===== src/rtl/odd_div_pkg.sv =====
// Shared definitions for the odd clock divider and its monitor.
package odd_div_pkg;

    // Default counter width, shared with the divider itself.
    localparam int unsigned ODD_DIV_CNT_W = 8;

    // Monitor FSM encoding.
    typedef enum logic [1:0] {
        ST_IDLE      = 2'd0,
        ST_WAIT_EDGE = 2'd1,
        ST_MEAS      = 2'd2
    } state_e;

endpackage : odd_div_pkg


===== src/rtl/odd_div_monitor_edge_sync.sv =====
// Two-flop synchronizer for the divided clock plus rising-edge detect.
module edge_sync (
    input  logic clk,
    input  logic rst,
    input  logic d_i,
    output logic level_o,
    output logic rise_c_o
);

    logic s1_q;
    logic s2_q;
    logic prev_q;

    // Synchronizer chain and one-cycle delayed copy for edge detection.
    always_ff @(posedge clk or posedge rst) begin
        if (rst) begin
            s1_q   <= 1'b0;
            s2_q   <= 1'b0;
            prev_q <= 1'b0;
        end else begin
            s1_q   <= d_i;
            s2_q   <= s1_q;
            prev_q <= s2_q;
        end
    end

    assign level_o  = s2_q;
    assign rise_c_o = s2_q & ~prev_q;

endmodule : edge_sync


===== src/rtl/odd_div_monitor.sv =====
// Measures period and high time of a divided clock on the reference clock
// and reports lock against the expected ratio, plus a sticky error.
module odd_div_monitor
    import odd_div_pkg::*;
#(
    parameter int unsigned CNT_W    = ODD_DIV_CNT_W,
    parameter int unsigned EXP_DIV  = 5,
    parameter int unsigned LOCK_CNT = 4
) (
    input  logic             clk,
    input  logic             rst,
    input  logic             en,
    input  logic             div_in,
    output logic [CNT_W-1:0] period,
    output logic [CNT_W-1:0] high_time,
    output logic             meas_valid,
    output logic             locked,
    output logic             err
);

    localparam int unsigned      MC_W     = $clog2(LOCK_CNT + 1);
    localparam logic [CNT_W-1:0] CNT_MAX  = {CNT_W{1'b1}};
    localparam logic [CNT_W-1:0] CNT_ONE  = CNT_W'(1);
    localparam logic [CNT_W-1:0] EXP_VAL  = CNT_W'(EXP_DIV);
    localparam logic [MC_W-1:0]  LOCK_TGT = MC_W'(LOCK_CNT);
    localparam logic [MC_W-1:0]  MC_ONE   = MC_W'(1);

    state_e state_q;
    state_e state_d;

    logic             level;
    logic             rise_c;
    logic             timeout_c;
    logic             match_c;

    logic [CNT_W-1:0] per_cnt_q;
    logic [CNT_W-1:0] per_cnt_d;
    logic [CNT_W-1:0] hi_cnt_q;
    logic [CNT_W-1:0] hi_cnt_d;
    logic [MC_W-1:0]  match_q;
    logic [MC_W-1:0]  match_d;
    logic [CNT_W-1:0] period_q;
    logic [CNT_W-1:0] period_d;
    logic [CNT_W-1:0] high_q;
    logic [CNT_W-1:0] high_d;
    logic             mv_q;
    logic             mv_d;
    logic             locked_q;
    logic             locked_d;
    logic             err_q;
    logic             err_d;

    edge_sync u_edge_sync (
        .clk      (clk),
        .rst      (rst),
        .d_i      (div_in),
        .level_o  (level),
        .rise_c_o (rise_c)
    );

    // A rise in the saturating cycle still counts as a normal capture.
    assign timeout_c = (state_q == ST_MEAS) && !rise_c && (per_cnt_q == CNT_MAX);
    assign match_c   = (per_cnt_q == EXP_VAL);

    // FSM state register.
    always_ff @(posedge clk or posedge rst) begin
        if (rst) begin
            state_q <= ST_IDLE;
        end else begin
            state_q <= state_d;
        end
    end

    // FSM next-state; a low enable overrides everything, including a rise.
    always_comb begin
        state_d = state_q;
        if (!en) begin
            state_d = ST_IDLE;
        end else begin
            case (state_q)
                ST_IDLE:      state_d = ST_WAIT_EDGE;
                ST_WAIT_EDGE: if (rise_c) state_d = ST_MEAS;
                ST_MEAS:      if (timeout_c) state_d = ST_WAIT_EDGE;
                default:      state_d = ST_IDLE;
            endcase
        end
    end

    // FSM outputs: counters, captures, lock tracking and sticky error.
    always_comb begin
        per_cnt_d = per_cnt_q;
        hi_cnt_d  = hi_cnt_q;
        match_d   = match_q;
        period_d  = period_q;
        high_d    = high_q;
        mv_d      = 1'b0;
        locked_d  = locked_q;
        err_d     = err_q;

        if (!en) begin
            per_cnt_d = '0;
            hi_cnt_d  = '0;
            match_d   = '0;
            period_d  = '0;
            high_d    = '0;
            locked_d  = 1'b0;
            err_d     = 1'b0;
        end else begin
            case (state_q)
                ST_IDLE: begin
                    per_cnt_d = '0;
                    hi_cnt_d  = '0;
                    match_d   = '0;
                    locked_d  = 1'b0;
                    err_d     = 1'b0;
                end
                ST_WAIT_EDGE: begin
                    if (rise_c) begin
                        per_cnt_d = CNT_ONE;
                        hi_cnt_d  = CNT_ONE;
                    end
                end
                ST_MEAS: begin
                    if (rise_c) begin
                        period_d  = per_cnt_q;
                        high_d    = hi_cnt_q;
                        mv_d      = 1'b1;
                        per_cnt_d = CNT_ONE;
                        hi_cnt_d  = CNT_ONE;
                        if (match_c) begin
                            match_d  = (match_q >= LOCK_TGT) ? LOCK_TGT : match_q + MC_ONE;
                            locked_d = (32'(match_q) + 32'd1) >= LOCK_CNT;
                        end else begin
                            match_d  = '0;
                            locked_d = 1'b0;
                            err_d    = 1'b1;
                        end
                    end else if (timeout_c) begin
                        match_d  = '0;
                        locked_d = 1'b0;
                        err_d    = 1'b1;
                    end else begin
                        // per_cnt_q < CNT_MAX here, so the increment cannot wrap.
                        per_cnt_d = per_cnt_q + CNT_ONE;
                        if (level && (hi_cnt_q != CNT_MAX)) begin
                            hi_cnt_d = hi_cnt_q + CNT_ONE;
                        end
                    end
                end
                default: begin
                    per_cnt_d = '0;
                    hi_cnt_d  = '0;
                end
            endcase
        end
    end

    // Datapath and status registers.
    always_ff @(posedge clk or posedge rst) begin
        if (rst) begin
            per_cnt_q <= '0;
            hi_cnt_q  <= '0;
            match_q   <= '0;
            period_q  <= '0;
            high_q    <= '0;
            mv_q      <= 1'b0;
            locked_q  <= 1'b0;
            err_q     <= 1'b0;
        end else begin
            per_cnt_q <= per_cnt_d;
            hi_cnt_q  <= hi_cnt_d;
            match_q   <= match_d;
            period_q  <= period_d;
            high_q    <= high_d;
            mv_q      <= mv_d;
            locked_q  <= locked_d;
            err_q     <= err_d;
        end
    end

    assign period     = period_q;
    assign high_time  = high_q;
    assign meas_valid = mv_q;
    assign locked     = locked_q;
    assign err        = err_q;

endmodule : odd_div_monitor


===== config.mk =====
export PLATFORM = sky130hd
export DESIGN_NAME = odd_div_monitor
export DESIGN_NICKNAME = d
export VERILOG_FILES = /design/src/rtl/odd_div_pkg.sv /design/src/rtl/odd_div_monitor_edge_sync.sv /design/src/rtl/odd_div_monitor.sv
export SDC_FILE = /design/constraint.sdc
export NUM_CORES = 1
export LEC_CHECK = 0
export BUFFER_PORTS_ARGS = -buffer_cell sky130_fd_sc_hd__clkbuf_2
export CAP_MARGIN = 20
export CORE_ASPECT_RATIO = 0.9
export CORE_UTILIZATION = 42
export DETAILED_ROUTE_END_ITERATION = 12
export PLACE_DENSITY = 0.69
export SYNTH_ARGS = -nofsm -noshare
export SYNTH_HDL_FRONTEND = slang
export SYNTH_SLANG_ARGS = --single-unit

===== constraint.sdc =====
create_clock -name clk -period 3.88 [get_ports clk]
set_input_delay 0.388 -clock clk [delete_from_list [all_inputs] [get_ports clk]]
set_output_delay 0.388 -clock clk [all_outputs]
set_load 0.1 [all_outputs]

# == After elaboration in Yosys (flattened, before gate mapping) ==
# Cells that the tools add are included.
# word_totals
ff_bits,43
input_bits,4
output_inout_bits,19
elab_cells,84
# op_classes
addsub,4
n_lt_le_gt_ge,2
n_eq_ne,14
n_mux,39
n_bitwise,2
n_reduce_logical,11
# op_table
cell,n
$mux W8,14
$pmux W8 S2,2
$add A8 B1 Y8 const B,2
$mux W3,5
$ne A4 B4 Y1 const B,3
$mux W1,11
$eq A8 B3 Y1 const B,1
$eq A8 B8 Y1 const B,1
$ne A8 B8 Y1 const B,1
$reduce_and A2 Y1,4
$mux W2,3
$ne A3 B3 Y1 const B,2
$pmux W2 S3,1
$pmux W3 S2,1
$reduce_and A3 Y1,2
$add A3 B1 Y4 const B,1
$ge A4 B3 Y1 const B,1
$ne A2 B1 Y1 const B,2
$ne A4 B3 Y1 const B,1
$pmux W1 S2,2
$add A3 B1 Y3 const B,1
$ge A3 B3 Y1 const B,1
$logic_and A1 B1 Y1,3
$ne A3 B1 Y1 const B,1
other kinds (6),6

# == Depth between registers and ports, before layout ==
# logic_depth
word_depth,9
ltp_mapped,10
mapped_depth_nobuf,7

# == By module ==
# A second synthesis with hierarchy kept.
# unflattened
hier_cells,199
area_unflattened_um2,2140.8
# modules_own_cells
mod,instances,cells_per_inst,area_each_um2,seq_area_each_um2
odd_div_monitor,1,194,2048.2,1001.0
edge_sync,1,5,92.6,75.1

# == Worst setup path after synthesis ==
# Ideal clock, no wire load.
# synth_path
kind,register -> register
startpoint,register state_q[0]
endpoint,register per_cnt_q[3]
setup_ns,0.080
t_arrival_ns,1.832
required_time_ns,3.800
setup_slack_ns,1.968
stages_incl_launch_ff,9
path_buffers,2
period_less_slack_ns,1.912
path_cell_list,dfrtp_1 -> inv_1 -> ha_1 -> buf_6 -> inv_2 -> or3_4 -> buf_6 -> or4_1 -> o211ai_2
# synth_between
elab_chain_cells,5
word_cells_on_any_way,9
classes_between,eq/ne: 4; mux: 2; reduce/logical: 3
# synth_lines
item,line,text
start: declaration,odd_div_monitor.sv:28,state_e state_q;
start signal: assignment,odd_div_monitor.sv:70,state_q <= state_d;
$eq A2 B2 Y1,"odd_div_monitor.sv:62, odd_div_monitor.sv:109",
$logic_and A1 B1 Y1 (2 in a row),odd_div_monitor.sv:62,assign timeout_c = (state_q == ST_MEAS) && !rise_c && (per_cnt_q == CNT_MAX);
$ne A4 B4 Y1 (no line),--,
$reduce_and A2 Y1 (no line),--,
end signal: assignment,odd_div_monitor.sv:170,per_cnt_q <= per_cnt_d;
end: declaration,odd_div_monitor.sv:36,logic [CNT_W-1:0] per_cnt_q;
# Parallel ways exist; a longest one is shown, timed or not.
# A chain may end at the register's enable or synchronous reset.

# == Final worst setup path ==
# layout_path
startpoint,register state_q[0]
endpoint,"register err_q, in the netlist err"
# layout_between
elab_chain_cells,5
word_cells_on_any_way,10
classes_between,eq/ne: 4; mux: 2; reduce/logical: 4
# layout_lines
item,line,text
$eq A2 B2 Y1,"odd_div_monitor.sv:62, odd_div_monitor.sv:109",
$logic_and A1 B1 Y1 (2 in a row),odd_div_monitor.sv:62,
$ne A4 B4 Y1 (no line),--,
$reduce_and A3 Y1 (no line),--,
end signal: assignment,odd_div_monitor.sv:177,err_q <= err_d;
end: declaration,odd_div_monitor.sv:50,logic err_q;
# Parallel ways exist; a longest one is shown, timed or not.

==> metrics.md <==
| Metric | Value |
|---|---|
| Nets | `roughly 240` |
| Power Density | `around 350 nW/um^2` |
| Delay-heaviest family, CP | `simple AND/OR/NAND/NOR gates` |
| Remaining Overflow, GRT | `0` |
| Maximum fanout along the worst path | `18` |
| DRC viols | `0` |
| Final setup fails | `0` |
| Initial Util | `0.454` |
| Reg-to-reg endpoint | `err` |
| Count of cell types in the netlist | `36` |
| TritonCTS buffer count | `5` |
| WL final | `between 3000 and 4000 um` |
| Slowest CP cell | `nor2_2` |
| All-Layer GR Usage | `0.174` |
| Final hold vios | `0` |
| Insertion delay to the later sink of the worst-skew pair | `roughly 0.30 ns` |
| Postcts setup bufs | `0` |
| CP Depth | `7` |
| Largest net degree at the start of global routing | `between 40 and 50` |
| Initial DRC count | `just over 80` |
| DR WL/cell | `between 10 and 15 um` |
| Reg2Reg Depth | `7` |
| Fin util | `0.504` |
| Worst Tran Pin Value | `0.716 ns` |
| Post-CTS sizing | `0` |
| Cell Area, Placed | `between 2000 and 2500 um^2` |
| Number of vias in the routed layout | `roughly 1,500` |
| Routed Antenna Nets | `0` |
| Worst setup path startpoint | `state_q[0]` |
| Crit Reg-Reg Startpoint | `state_q[0]` |
| Critical Path, Cell by Cell | `inv_1, ha_1, nand2_1, nor2_2, nand4_1, nor2b_1, mux2i_1` |
| Worst-case clock buffer depth | `2` |
| Fmax | `approximately 0.44 GHz` |
| Max VDD drop | `approximately 150 uV` |
| RSZ-0062 raised after global routing | `no` |
| GPL Wtd Cong | `between 0.8 and 0.9` |
| Grt met1 use | `0.226` |
| Post-route cell area | `about 2300 um^2` |
| Mapped Nets | `roughly 210` |
| Layout cells sized above 1 | `0.196` |
| Vias in the first global route | `around 1,500` |
| Vias per Instance | `about 5.4` |
| Grt met3 use | `0.0368` |
| Kind of critical path | `flop to flop` |
| Die Ht | `between 60 and 70 um` |
| Critical Path RT | `approximately 4.1 ns` |
| Post-synthesis cell count | `between 200 and 250` |
| Die width | `roughly 76 um` |
| Hold Crit Class | `input pin to flop` |
| Leak pwr | `between 1 and 1.5 nW` |
| CP Capture Type | `flop` |
| Max incr delay on CP | `0.57 ns` |
| Pre-antenna DRT Iters | `4` |
| Buffers added on ports | `22` |
| Synth Area per Inst | `10.4 um^2` |
| CTS H-tree depth | `2` |
| Antenna violations before repair | `0` |
| Post-DP HPWL | `2800 um` |
| CP endpoint | `err` |
| Core Region | `between 4000 and 5000 um^2` |
| Met2 Use GR | `0.279` |
| Reg2reg setup slack | `about 1.6 ns` |
| CTS hold repair buffers | `0` |
| Synth Cell Area | `around 2100 um^2` |
| Yosys warns | `0` |
| CTS sink count | `between 40 and 50` |
| Max-cap viol count | `0` |
| Max Transition Viols Final | `0` |
| Pwr Total | `between 0.8 and 0.9 mW` |
| Num rows | `23` |
| Fin crit period | `around 2.2 ns` |
| Reg clk slew, reported paths | `0.08 ns` |
| Total Die Area | `5270 um^2` |
| Most Used Layer, Global Route | `met2` |
| Clock tree from TritonCTS | `yes` |
| Top-Level Pins | `23` |
| Register area share after synthesis | `0.514` |
| Layout area overhead | `10.9%` |
| Register bit total from synthesis | `43` |
| Setup tns final | `0 ns` |
| Critical path startpoint category | `flop` |
| Global-route wire length before repair | `between 6000 and 7000 um` |
| Status | `complete, no violations` |
| Final period util | `0.580` |
| Buf/Inv on CP | `1` |
| Slew HR | `0.522` |
| CP Data Arrival Time | `about 2.4 ns` |
| Root Buffer | `clkbuf_8` |
| Worst Skew | `0.00362 ns` |
| Ant. Diodes | `0` |
layout by cell type, fill, tap and decap left out, types with 2 or more instances in the layout:
cell type,count
nand3_1,8
o21ai_0,20
nor2b_1,2
clkbuf_8,5
clkbuf_2,22
o211ai_1,2
a22o_1,17
or2_2,2
o31ai_4,2
and2b_1,2
nand2b_1,3
a31oi_1,2
buf_4,2
or3_4,2
nand4_1,5
nor2_1,16
o31ai_1,4
ha_1,8
dfrtp_1,43
o31a_1,2
a21oi_1,7
inv_1,12
nand2_1,20
metal layers:
layer  up-vias  routed length (um)  share of wire
met4         0                  79          0.020
met2        31                1660           0.42
met1       744                2080           0.52
met3         7                 148          0.037
met5         -                   0              0
li1        765                   -              -
registers in the layout, indices dropped and copies added (netlist names):
name,count
match_q,3
locked,1
meas_valid,1
u_edge_sync.prev_q,1
err,1
period,8
u_edge_sync.level_o,1
high_time,8
u_edge_sync.s1_q,1
hi_cnt_q,8
state_q,2
per_cnt_q,8
metrics by stage:
step                      cells  setup slack, ns  hold slack, ns
after floorplan             202             1.97           0.331
after global placement      278             1.64           0.336
after detailed placement    278             1.58           0.337
after CTS                   286             1.57           0.182
after global routing        286             1.39           0.179
final                       286             1.63           0.191
worst register-to-register path, cell delays in order (launching register included):
cell and delay [ns]:
dfrtp_1 0.40, inv_1 0.09, ha_1 0.31, nand2_1 0.16
nor2_2 0.57, nand4_1 0.25, nor2b_1 0.22, mux2i_1 0.13
worst min path at each step:
stage	cells after the start	from	slack (ns)	end
6_report	1	div_in	0.19	u_edge_sync.s1_q
5_1_grt	1	div_in	0.18	u_edge_sync.s1_q
4_1_cts	1	div_in	0.18	u_edge_sync.s1_q
3_5_place_dp	0	u_edge_sync.s1_q	0.34	u_edge_sync.level_o
3_3_place_gp	0	u_edge_sync.s1_q	0.34	u_edge_sync.level_o
2_1_floorplan	0	u_edge_sync.s1_q	0.33	u_edge_sync.level_o
report_power, final:
| group | internal, mW | leakage, nW | switching, mW |
|---|---|---|---|
| clock | 0.126 | 0.0412 | 0.153 |
| sequential | 0.454 | 0.592 | 0.00630 |
| combinational | 0.0201 | 0.429 | 0.0471 |
| total | 0.600 | 1.06 | 0.206 |
kinds of logic after synthesis:
kind of cell | Yosys count | share of synthesized area
compound gates | 63 | 0.228
fa+ha+maj | 8 | 0.0478
flops | 43 | 0.514
mux | 2 | 0.0102
buf+inv | 23 | 0.0514
simple gates | 63 | 0.148
cell usage after synthesis, drive strengths merged:
cell type | count | share of area
o31ai | 7 | 0.041
ha | 8 | 0.048
nor4b | 1 | 0.0042
a21oi | 7 | 0.017
nor2b | 2 | 0.0060
mux2 | 1 | 0.0054
nand3 | 8 | 0.019
nand4 | 5 | 0.015
o31a | 2 | 0.0084
dfrtp | 43 | 0.51
a211oi | 1 | 0.0036
or4 | 1 | 0.0036
inv | 13 | 0.023
nand2 | 20 | 0.036
o211ai | 3 | 0.013
or3 | 2 | 0.011
a221oi | 1 | 0.0042
mux2i | 1 | 0.0048
a31oi | 2 | 0.0060
buf | 7 | 0.023
a22o | 17 | 0.071
o22ai | 1 | 0.0060
o41ai | 1 | 0.0078
nor2 | 17 | 0.032
nand2b | 3 | 0.0090
o21ai | 21 | 0.050
or2 | 2 | 0.0060
clkbuf | 3 | 0.0054
and2b | 2 | 0.0072
final cells by class:
| type | instances | area, um^2 |
|---|---|---|
| Clock buffer | 6 | 72.6 |
| Clock inverter | 2 | 12.5 |
| Fill cell | 440 | 2280 |
| Inverter | 13 | 48.8 |
| Multi-Input combinational cell | 136 | 908 |
| Sequential cell | 43 | 1080 |
| Tap cell | 62 | 77.6 |
| Timing Repair Buffer | 24 | 125 |
Note: power is estimated with default switching activity, not from simulation.
